--- src/rtl/seg_scan_ctrl.sv ---
// seg_scan_ctrl - N-digit multiplexed common-cathode 7-segment driver.
//
// The scan runs continuously from a shadow frame (glyph code + dp per digit).
// New content is staged through a load/busy handshake. An optional binary
// number is converted to BCD by a sequential double-dabble and written into
// the low NUM_FIELD digits, with leading-zero blanking and an overflow dash.
//
// Compile-time option: define SEG_BLINK_EN to add a 2 Hz blink phase gated
// per digit by blink_mask. Without it, blink_mask is ignored.
//
// Ports:
//   clk, rst_n  : clock, asynchronous active-low reset
//   load        : one-cycle content request (ignored while busy)
//   busy        : high while a load is being processed
//   code_in     : 5-bit glyph code per digit, digit 0 in bits [4:0]
//   dp_in       : decimal point per digit
//   num_en      : numeric field overrides code_in on digits 0..NUM_FIELD-1
//   num_in      : unsigned binary value for the numeric field
//   blink_mask  : per-digit blink enable (SEG_BLINK_EN only)
//   seg_sel     : one-hot digit select, active high
//   seg_data    : segments {dp,g,f,e,d,c,b,a}, active high
//
// The FSM state is held in state_q (ctrl_state_e) for checker binding.
module seg_scan_ctrl #(
  parameter int NUM_DIGITS   = 8,
  parameter int CLK_FREQ     = 50_000_000,
  parameter int SCAN_HZ      = 1000,
  parameter int BLANK_CYCLES = 2,
  parameter int VAL_W        = 8,
  parameter int NUM_FIELD    = 3
) (
  input  logic                    clk,
  input  logic                    rst_n,
  input  logic                    load,
  output logic                    busy,
  input  logic [5*NUM_DIGITS-1:0] code_in,
  input  logic [NUM_DIGITS-1:0]   dp_in,
  input  logic                    num_en,
  input  logic [VAL_W-1:0]        num_in,
  input  logic [NUM_DIGITS-1:0]   blink_mask,
  output logic [NUM_DIGITS-1:0]   seg_sel,
  output logic [7:0]              seg_data
);

  // Decimal digits needed to hold the largest VAL_W-bit value.
  function automatic int dec_digits(input int bits);
    longint unsigned v;
    int d;
    v = (64'd1 << bits) - 64'd1;
    d = 1;
    while (v >= 64'd10) begin
      v = v / 64'd10;
      d = d + 1;
    end
    return d;
  endfunction

  localparam int DWELL  = CLK_FREQ / (SCAN_HZ * NUM_DIGITS);
  localparam int CNT_W  = $clog2(DWELL);
  localparam int IDX_W  = (NUM_DIGITS > 1) ? $clog2(NUM_DIGITS) : 1;
  localparam int SHC_W  = $clog2(VAL_W + 1);
  localparam int BCD_N  = dec_digits(VAL_W);
  // Wide enough for both the conversion and the field, so overflow is simply
  // "a nonzero digit above the field".
  localparam int BCD_D  = (BCD_N > NUM_FIELD) ? BCD_N : NUM_FIELD;

  localparam logic [4:0] CODE_BLANK = 5'd31;
  localparam logic [4:0] CODE_DASH  = 5'd23;

  function automatic logic [6:0] glyph(input logic [4:0] c);
    case (c)
      5'd0:    glyph = 7'h3F;
      5'd1:    glyph = 7'h06;
      5'd2:    glyph = 7'h5B;
      5'd3:    glyph = 7'h4F;
      5'd4:    glyph = 7'h66;
      5'd5:    glyph = 7'h6D;
      5'd6:    glyph = 7'h7D;
      5'd7:    glyph = 7'h07;
      5'd8:    glyph = 7'h7F;
      5'd9:    glyph = 7'h6F;
      5'd16:   glyph = 7'h06;  // I
      5'd17:   glyph = 7'h3D;  // G
      5'd18:   glyph = 7'h78;  // T
      5'd19:   glyph = 7'h77;  // A
      5'd20:   glyph = 7'h7C;  // b
      5'd21:   glyph = 7'h39;  // C
      5'd22:   glyph = 7'h1E;  // J
      5'd23:   glyph = 7'h40;  // -
      default: glyph = 7'h00;
    endcase
  endfunction

  // Handshake: a load is accepted on any clock edge where load=1 and busy=0;
  // busy rises on that edge and stays high until the shadow frame has been
  // replaced in one step. Loads seen while busy=1 are dropped.
  typedef enum logic [1:0] {
    ST_IDLE,
    ST_COPY,
    ST_CONV,
    ST_FMT
  } ctrl_state_e;

  ctrl_state_e state_q, state_d;

  logic [CNT_W-1:0]                cnt_q, cnt_d;
  logic [IDX_W-1:0]                idx_q, idx_d;
  logic [NUM_DIGITS-1:0]           sel_q, sel_d;
  logic [7:0]                      data_q, data_d;

  logic [NUM_DIGITS-1:0][4:0]      stg_code_q, stg_code_d;
  logic [NUM_DIGITS-1:0]           stg_dp_q, stg_dp_d;
  logic [NUM_DIGITS-1:0][4:0]      sh_code_q, sh_code_d;
  logic [NUM_DIGITS-1:0]           sh_dp_q, sh_dp_d;

  logic [VAL_W-1:0]                bin_q, bin_d;
  logic [4*BCD_D-1:0]              bcd_q, bcd_d;
  logic [SHC_W-1:0]                shc_q, shc_d;

  logic [4*BCD_D-1:0]              adj;
  logic [NUM_DIGITS-1:0][4:0]      fld_code;
  logic                            ovf;
  logic                            seen;
  logic                            blink_hide;

  // Double-dabble correction: any BCD digit >= 5 gets +3 before the shift.
  always_comb begin
    adj = bcd_q;
    for (int i = 0; i < BCD_D; i++) begin
      if (bcd_q[4*i +: 4] >= 4'd5) adj[4*i +: 4] = bcd_q[4*i +: 4] + 4'd3;
    end
  end

  // Field formatting from the finished BCD value. Scanning from the top
  // digit down, a digit shows once any nonzero digit has been seen; digit 0
  // always shows so zero reads as "0".
  always_comb begin
    ovf      = 1'b0;
    seen     = 1'b0;
    fld_code = stg_code_q;
    for (int i = NUM_FIELD; i < BCD_D; i++) begin
      if (bcd_q[4*i +: 4] != 4'd0) ovf = 1'b1;
    end
    for (int i = NUM_FIELD - 1; i >= 0; i--) begin
      if ((bcd_q[4*i +: 4] != 4'd0) || (i == 0)) seen = 1'b1;
      if (ovf)       fld_code[i] = CODE_DASH;
      else if (seen) fld_code[i] = {1'b0, bcd_q[4*i +: 4]};
      else           fld_code[i] = CODE_BLANK;
    end
  end

`ifdef SEG_BLINK_EN
  localparam int BLINK_HALF = CLK_FREQ / 4;
  localparam int BLC_W      = $clog2(BLINK_HALF + 1);

  logic [BLC_W-1:0] blink_cnt_q, blink_cnt_d;
  logic             blink_off_q, blink_off_d;

  always_comb begin
    blink_cnt_d = blink_cnt_q + 1'b1;
    blink_off_d = blink_off_q;
    if (blink_cnt_q == BLC_W'(BLINK_HALF - 1)) begin
      blink_cnt_d = '0;
      blink_off_d = ~blink_off_q;
    end
  end

  always_ff @(posedge clk or negedge rst_n) begin
    if (!rst_n) begin
      blink_cnt_q <= '0;
      blink_off_q <= 1'b0;
    end else begin
      blink_cnt_q <= blink_cnt_d;
      blink_off_q <= blink_off_d;
    end
  end

  assign blink_hide = blink_off_q & blink_mask[idx_q];
`else
  logic unused_blink_mask;
  assign unused_blink_mask = ^blink_mask;
  assign blink_hide        = 1'b0;
`endif

  always_comb begin
    state_d    = state_q;
    cnt_d      = cnt_q + 1'b1;
    idx_d      = idx_q;
    sel_d      = '0;
    data_d     = '0;
    stg_code_d = stg_code_q;
    stg_dp_d   = stg_dp_q;
    sh_code_d  = sh_code_q;
    sh_dp_d    = sh_dp_q;
    bin_d      = bin_q;
    bcd_d      = bcd_q;
    shc_d      = shc_q;

    // Scan timing: never paused by loads.
    if (cnt_q == CNT_W'(DWELL - 1)) begin
      cnt_d = '0;
      idx_d = (idx_q == IDX_W'(NUM_DIGITS - 1)) ? '0 : idx_q + 1'b1;
    end

    // Registered outputs, leading blank window suppresses ghosting.
    if (cnt_q >= CNT_W'(BLANK_CYCLES)) begin
      sel_d[idx_q] = 1'b1;
      if (!blink_hide) data_d = {sh_dp_q[idx_q], glyph(sh_code_q[idx_q])};
    end

    case (state_q)
      ST_IDLE: begin
        if (load) begin
          stg_code_d = code_in;
          stg_dp_d   = dp_in;
          bin_d      = num_in;
          bcd_d      = '0;
          shc_d      = '0;
          state_d    = num_en ? ST_CONV : ST_COPY;
        end
      end
      ST_COPY: begin
        sh_code_d = stg_code_q;
        sh_dp_d   = stg_dp_q;
        state_d   = ST_IDLE;
      end
      ST_CONV: begin
        bcd_d = {adj[4*BCD_D-2:0], bin_q[VAL_W-1]};
        bin_d = bin_q << 1;
        shc_d = shc_q + 1'b1;
        if (shc_q == SHC_W'(VAL_W - 1)) state_d = ST_FMT;
      end
      ST_FMT: begin
        sh_code_d = fld_code;
        sh_dp_d   = stg_dp_q;
        state_d   = ST_IDLE;
      end
      default: state_d = ST_IDLE;
    endcase
  end

  always_ff @(posedge clk or negedge rst_n) begin
    if (!rst_n) begin
      state_q    <= ST_IDLE;
      cnt_q      <= '0;
      idx_q      <= '0;
      sel_q      <= '0;
      data_q     <= '0;
      stg_code_q <= {NUM_DIGITS{CODE_BLANK}};
      stg_dp_q   <= '0;
      sh_code_q  <= {NUM_DIGITS{CODE_BLANK}};
      sh_dp_q    <= '0;
      bin_q      <= '0;
      bcd_q      <= '0;
      shc_q      <= '0;
    end else begin
      state_q    <= state_d;
      cnt_q      <= cnt_d;
      idx_q      <= idx_d;
      sel_q      <= sel_d;
      data_q     <= data_d;
      stg_code_q <= stg_code_d;
      stg_dp_q   <= stg_dp_d;
      sh_code_q  <= sh_code_d;
      sh_dp_q    <= sh_dp_d;
      bin_q      <= bin_d;
      bcd_q      <= bcd_d;
      shc_q      <= shc_d;
    end
  end

  assign busy     = (state_q != ST_IDLE);
  assign seg_sel  = sel_q;
  assign seg_data = data_q;

endmodule

--- config.mk ---
export PLATFORM = sky130hd
export DESIGN_NAME = seg_scan_ctrl
export DESIGN_NICKNAME = d
export VERILOG_FILES = /design/src/rtl/seg_scan_ctrl.sv
export SDC_FILE = /design/constraint.sdc
export NUM_CORES = 1
export LEC_CHECK = 0
export ABC_AREA = 1
export CAP_MARGIN = 20
export CORE_ASPECT_RATIO = 1.4
export CORE_UTILIZATION = 50
export DETAILED_ROUTE_END_ITERATION = 6
export GPL_TIMING_DRIVEN = 0
export PLACE_DENSITY_LB_ADDON = 0.08
export SYNTH_ARGS = -nofsm -noshare
export SYNTH_HDL_FRONTEND = slang
export SYNTH_SLANG_ARGS = --single-unit
--- constraint.sdc ---
create_clock -name clk -period 2.2 [get_ports clk]
set_input_delay 0.22 -clock clk [delete_from_list [all_inputs] [get_ports clk]]
set_output_delay 0.22 -clock clk [all_outputs]
set_load 0.01 [all_outputs]
==> reports/qor.csv, run 1 <==
metric;value;unit
drt-total-wl;16800;um
num_vias;5977;
synth-async-reset-ratio;1.00;
fp.dieW;104;um
hp-start;code_in[27];
finalCritPeriodShare;0.934;
startpoint_type;flip-flop;
cp_max_fo;10;
clockBufferDepth;2;
max_cap_violations;0;
ys_seq_elements;154;
top_layer;met4;
port_buffers;76;
grt_overflow_total;0;
hold_class;primary input to flip-flop;
synth_cell_types;42;
die-area;15100;um2
ir_drop;601;uV
core;14100;um2
p_per_area;1300;nW/um2
r2r_cells;14;
grt_pass1_vias;5877;
syn-cell-area;7290;um2
viasPerCell;5.09;
wl_met2;8770;um
synth_edf_count;0;
syn_nets;959;
grt_pass1_wl;28200;um
place_congestion;0.854;
fp.dieH;145;um
ys.flop_type;dfstp_2;
r2r-start;idx_q[0];
cts_buffers;17;
tritoncts;done;
tightest_slew;0.858;ns
fin_crit;2.05;ns
finalSetupTns;0;ns
floorplan.initialDensity;0.517;
grt_use_total;0.242;
crit_type;flip-flop to flip-flop;
htree_levels;4;
io_pins;85;
clock_latency;0.43;ns
dp_hpwl;11900;um
synthToLayoutAreaGrowth;23.8;%
nets;1064;
syn_inst;871;
drt_pre_antenna_iters;4;
r2r_end;seg_data[6];
drt_iter0_drc;259;
p_leak;4.38;nW
clock_skew;0.00621;ns
endpoint_kind;flip-flop;
antennaDiodeCount;0;
cp.required;2.55;ns
clk_pin_slew;0.06;ns
wl_met1;6980;um
wl_met3;565;um
holdPathEnd;fld_code[27];
wl_per_cell;14.3;um
r2r_slack;0.15;ns
hold_violations;0;
clock_sinks;154;
layout-drive-gt1-share;0.164;
run_status;complete, no violations;
post-route-drc-count;0;
drt.antenna.violating_nets;0;
report.final.slew_viol_count;0;
antenna_found_initial;0;
max_freq;487;MHz
final_util;0.640;
grt_max_degree;97;
hold_depth;3;
place_ws;0.0169;ns
relSlewSlack;0.428;
rows;51;
syn_area_per_cell;8.37;um2
ys.warnings.count;0;
worstPathArrival;2.40;ns
power;0.0117;W
fin_ws;0.146;ns
fillers;1264;
finalSetupViolCount;0;
synth-seq-area-share;0.542;
cts_root_buf;clkbuf_16;
[logic make-up after synthesis]
logic type,count (synthesis),synth area share
compound gates,108,0.0886
xor+xnor,8,0.00961
fa+ha+maj,20,0.0343
buf+inv,111,0.0668
flops,154,0.542
simple gates,470,0.258
[placed cells by master, fill, tap and decap left out, types with 4 or more instances in the layout]
master	count
o2111ai_1	4
xor2_1	8
clkinv_2	5
buf_4	10
nor3_1	7
o211ai_1	4
inv_1	67
a21oi_1	13
nor4_1	5
buf_2	8
bufinv_16	4
nand2_2	4
o21ai_1	16
o22ai_1	12
a22oi_1	7
or2_2	4
ha_1	19
clkbuf_1	15
inv_2	7
dfrtp_1	73
clkdlybuf4s50_1	75
nor2_1	37
buf_6	7
clkbuf_16	17
nand3_1	24
dfstp_2	80
nand4_1	5
nand2_1	377
o21ai_0	39
[worst max path at each step]
stage	startpoint	end
after floorplan	idx_q[0]	seg_data[6]
after global placement	rst_n	bin_q[2]
after detailed placement	idx_q[0]	seg_data[6]
after CTS	idx_q[0]	seg_data[6]
after global routing	idx_q[0]	seg_data[3]
final	idx_q[0]	seg_data[6]
[stage by stage]
stage               std cells  cell area, um2  hold WS, ns
floorplan                 871            7290      -0.0756
global placement         1132            8280        0.453
detailed placement       1133            8310        0.379
CTS                      1166            8940        0.279
global route             1174            9030        0.287
finish                   1174            9030        0.294
[registers in the layout (all words and copies together), names as in the netlist]
| name | count |
|---|---|
| bcd_q | 12 |
| bin_q | 8 |
| cnt_q | 13 |
| fld_code | 25 |
| idx_q | 3 |
| seg_data | 8 |
| seg_sel | 8 |
| sh_code_q | 40 |
| sh_dp_q | 8 |
| shc_q | 4 |
| state_q | 2 |
| stg_code_q | 15 |
| stg_dp_q | 8 |
[critical path: stages, from the launching register on]
cell,delay (ns)
dfrtp_1,0.42
buf_6,0.15
buf_6,0.14
o21ai_1,0.15
nand2_1,0.06
nand2_1,0.06
nand2_1,0.08
nand2_4,0.14
inv_2,0.09
ha_4,0.25
inv_1,0.07
nand2_1,0.08
nand2_1,0.07
nand3_1,0.06
a21oi_1,0.14
[cell type report]
type	count	area (um2)	area share
Clock buffer	18	439	0.0487
Multi-Input combinational cell	606	2870	0.317
Timing Repair Buffer	86	860	0.0952
Clock inverter	14	176	0.0195
Inverter	76	290	0.0322
Tap cell	185	231	0.0256
Sequential cell	154	3960	0.438
Buffer	35	209	0.0231
[repair_timing]
item	in CTS	in global routing
hold endpoints to repair	44	0
buffers inserted	0	8
endpoints found under the setup margin	1	6
pin swaps	0	2
hold buffers	1	0
resized for setup	1	8
[power breakdown]
part / total (W) / switching (W) / internal, W
combinational: 0.00368 / 0.00228 / 0.00140
sequential: 0.00496 / 0.000585 / 0.00438
clock: 0.00305 / 0.00114 / 0.00191
total: 0.0117 / 0.00401 / 0.00769
[Yosys cell counts (all sizes together), types with 4 or more instances]
library cell,n,share of area
nand2,383,0.20
dfstp,80,0.29
inv,75,0.039
dfrtp,74,0.25
o21ai,55,0.038
nor2,39,0.021
nand3,25,0.018
buf,20,0.020
ha,20,0.034
clkbuf,15,0.0077
a21oi,13,0.0089
o22ai,12,0.010
xor2,8,0.0096
a22oi,7,0.0072
nor3,7,0.0048
nand4,5,0.0043
nor4,5,0.0043
o2111ai,4,0.0048
o211ai,4,0.0041
or2,4,0.0034
[routing by layer]
layer,vias to the layer above,GRT usage
met5,-,0
met4,0,0.115
met3,38,0.0470
met2,127,0.435
met1,2844,0.277
li1,2968,-
No activity file was read; power rests on OpenSTA's default activity.
==> run 2: changes to the inputs <==
- ABC_CLOCK_PERIOD_IN_PS: unset -> 2200
==> results of run 2 <==
The final DEF is identical to that of run 1; final timing and power are the same.
==> run 3: changes to the inputs <==
- SKIP_CTS_REPAIR_TIMING: unset -> 1
==> run 3 against run 2 <==
Compared with the run above: flip-flop and latch count stayed put; clock power hardly changed; die area stayed put; combinational power hardly changed; non-clock buffer count stayed put; highest routed layer unchanged.
==> reports/qor.csv, run 3 (synthesis gave the netlist of run 1 again) <==
metric;value;unit;change
endpoint_kind;flip-flop;;
r2r_end;seg_data[6];;
num_vias;5972;;-0.084%
top_register;sh_code_q;;
crit_type;flip-flop to flip-flop;;
io_pins;85;;unchanged
seqPwrFrac;0.424;;about the same
seq_area;3960;um2;unchanged
report.final.slew_viol_count;0;;unchanged
grt_pass1_wl;28200;um;unchanged
place_ws;0.0169;ns;unchanged
r2r_cells;14;;unchanged
holdWs;0.294;ns;-0.000258 ns
rows;51;;unchanged
p_clk_frac;0.261;;about the same
p_leak;4.38;nW;unchanged
die-area;15100;um2;unchanged
startpoint_type;flip-flop;;
p_sw;0.00401;W;about the same
port_buffers;76;;unchanged
cts_buffers;17;;unchanged
grt_use_total;0.242;;unchanged
place_congestion;0.854;;unchanged
layout-drive-gt1-share;0.164;;unchanged
fin_crit;2.06;ns;+0.00343 ns
r2r_slack;0.14;ns;about the same
grt_max_degree;97;;unchanged
mostFrequentLayoutCells;377 x nand2_1, 80 x dfstp_2, 75 x clkdlybuf4s50_1;;
fin_area;9030;um2;unchanged
hp-start;code_in[27];;
tightest_slew;0.864;ns;+0.00535 ns
dp_hpwl;11900;um;unchanged
p_per_area;1300;nW/um2;about the same
ir_drop;600;uV;-0.26%
relSlewSlack;0.424;;-0.00356
post-route-drc-count;0;;unchanged
layout_commonest_cell;nand2_1;;
finalCritPeriodShare;0.935;;+0.00156
synthToLayoutAreaGrowth;23.8;%;unchanged
fp.dieW;104;um;unchanged
hold_depth;3;;unchanged
clock_skew;0.00568;ns;-0.000527 ns
hold_violations;0;;unchanged
stdcell_count;1174;;unchanged
power_frac_comb;0.315;;about the same
drt-total-wl;16900;um;+0.11%
antennaDiodeCount;0;;unchanged
grt_overflow_total;0;;unchanged
run_status;complete, no violations;;
multi_input_area;2870;um2;unchanged
drt_iter0_drc;268;;+3.5%
htree_levels;4;;unchanged
max_cap_violations;0;;unchanged
sw_frac_of_total;0.343;;about the same
antenna_found_initial;0;;unchanged
clk_pin_slew;0.06;ns;about the same
worstPathArrival;2.40;ns;about the same
fin_ws;0.143;ns;-0.00343 ns
floorplan.initialDensity;0.517;;unchanged
finalSetupViolCount;0;;unchanged
fillers;1264;;unchanged
clock_latency;0.43;ns;about the same
viasPerCell;5.09;;about the same
drt_pre_antenna_iters;4;;unchanged
clock_sinks;154;;unchanged
drt.antenna.violating_nets;0;;unchanged
largest_register_ffs;40;;unchanged
wl_per_cell;14.4;um;+0.11%
cts_root_buf;clkbuf_16;;
internal-power;0.00769;W;about the same
placed_area;8310;um2;unchanged
core;14100;um2;unchanged
hold_class;primary input to flip-flop;;
r2r-start;idx_q[0];;
cp_max_fo;10;;unchanged
max_freq;486;MHz;-0.17%
clockBufferDepth;2;;unchanged
tritoncts;done;;
cp.required;2.55;ns;about the same
fp.dieH;145;um;unchanged
grt_pass1_vias;5877;;unchanged
holdPathEnd;fld_code[27];;
placed_cells;1133;;unchanged
nets;1064;;unchanged
run 3: cell counts in the layout (fill, tap and decap cells not counted):
Identical to the previous run, type by type.
run 3: worst max-delay path, stage by stage, from the launching register on:
cell,delay (ns)
dfrtp_1,0.42
buf_6,0.15
buf_6,0.14
o21ai_1,0.15
nand2_1,0.06
nand2_1,0.06
nand2_1,0.08
nand2_4,0.14
inv_2,0.09
ha_4,0.25
inv_1,0.07
nand2_1,0.08
nand2_1,0.07
nand3_1,0.06
a21oi_1,0.14
run 3: worst max-delay path by stage:
stage                         from     endpoint  slack [ns]  cells past startpoint
after floorplan           idx_q[0]  seg_data[6]        0.33                     14
after global placement       rst_n     bin_q[2]       -5.24                      1
after detailed placement  idx_q[0]  seg_data[6]        0.02                     14
after CTS                 idx_q[0]  seg_data[6]      -0.008                     14
after global routing      idx_q[0]  seg_data[3]       -0.02                     17
final                     idx_q[0]  seg_data[6]        0.14                     14
run 3: layout make-up:
class,count,area share
sequential,154,0.438
buffer,35,0.0231
clock buffer,18,0.0487
inverter,76,0.0322
multi-input combinational,606,0.317
tap,185,0.0256
timing repair buffer,86,0.0952
clock inverter,14,0.0195
run 3: power groups by stage:
stage          Clock [W]  Combinational [W]  Sequential, W
6_report         0.00305            0.00368        0.00496
2_1_floorplan          0            0.00256        0.00483
3_5_place_dp           0            0.00365        0.00500
3_3_place_gp           0            0.00357        0.00499
4_1_cts          0.00310            0.00366        0.00496
5_1_grt          0.00321            0.00425        0.00508
run 3: through the flow:
step / util / power (W) / TNS, ns
floorplan: - / 0.00738 / 0
global placement: 0.587 / 0.00856 / -651.00
detailed placement: 0.589 / 0.00865 / 0
finish: 0.640 / 0.0117 / 0
global route: 0.640 / 0.0125 / -0.0168
CTS: 0.633 / 0.0117 / -0.00777
run 3: per-layer routing:
layer	up-vias	GRT usage	part of all wire	routed length [um]
met5	-	0	0	0
met4	0	0.115	0.033	548
met3	39	0.0470	0.038	636
met2	142	0.435	0.52	8690
met1	2822	0.277	0.41	6980
li1	2969	-	-	-
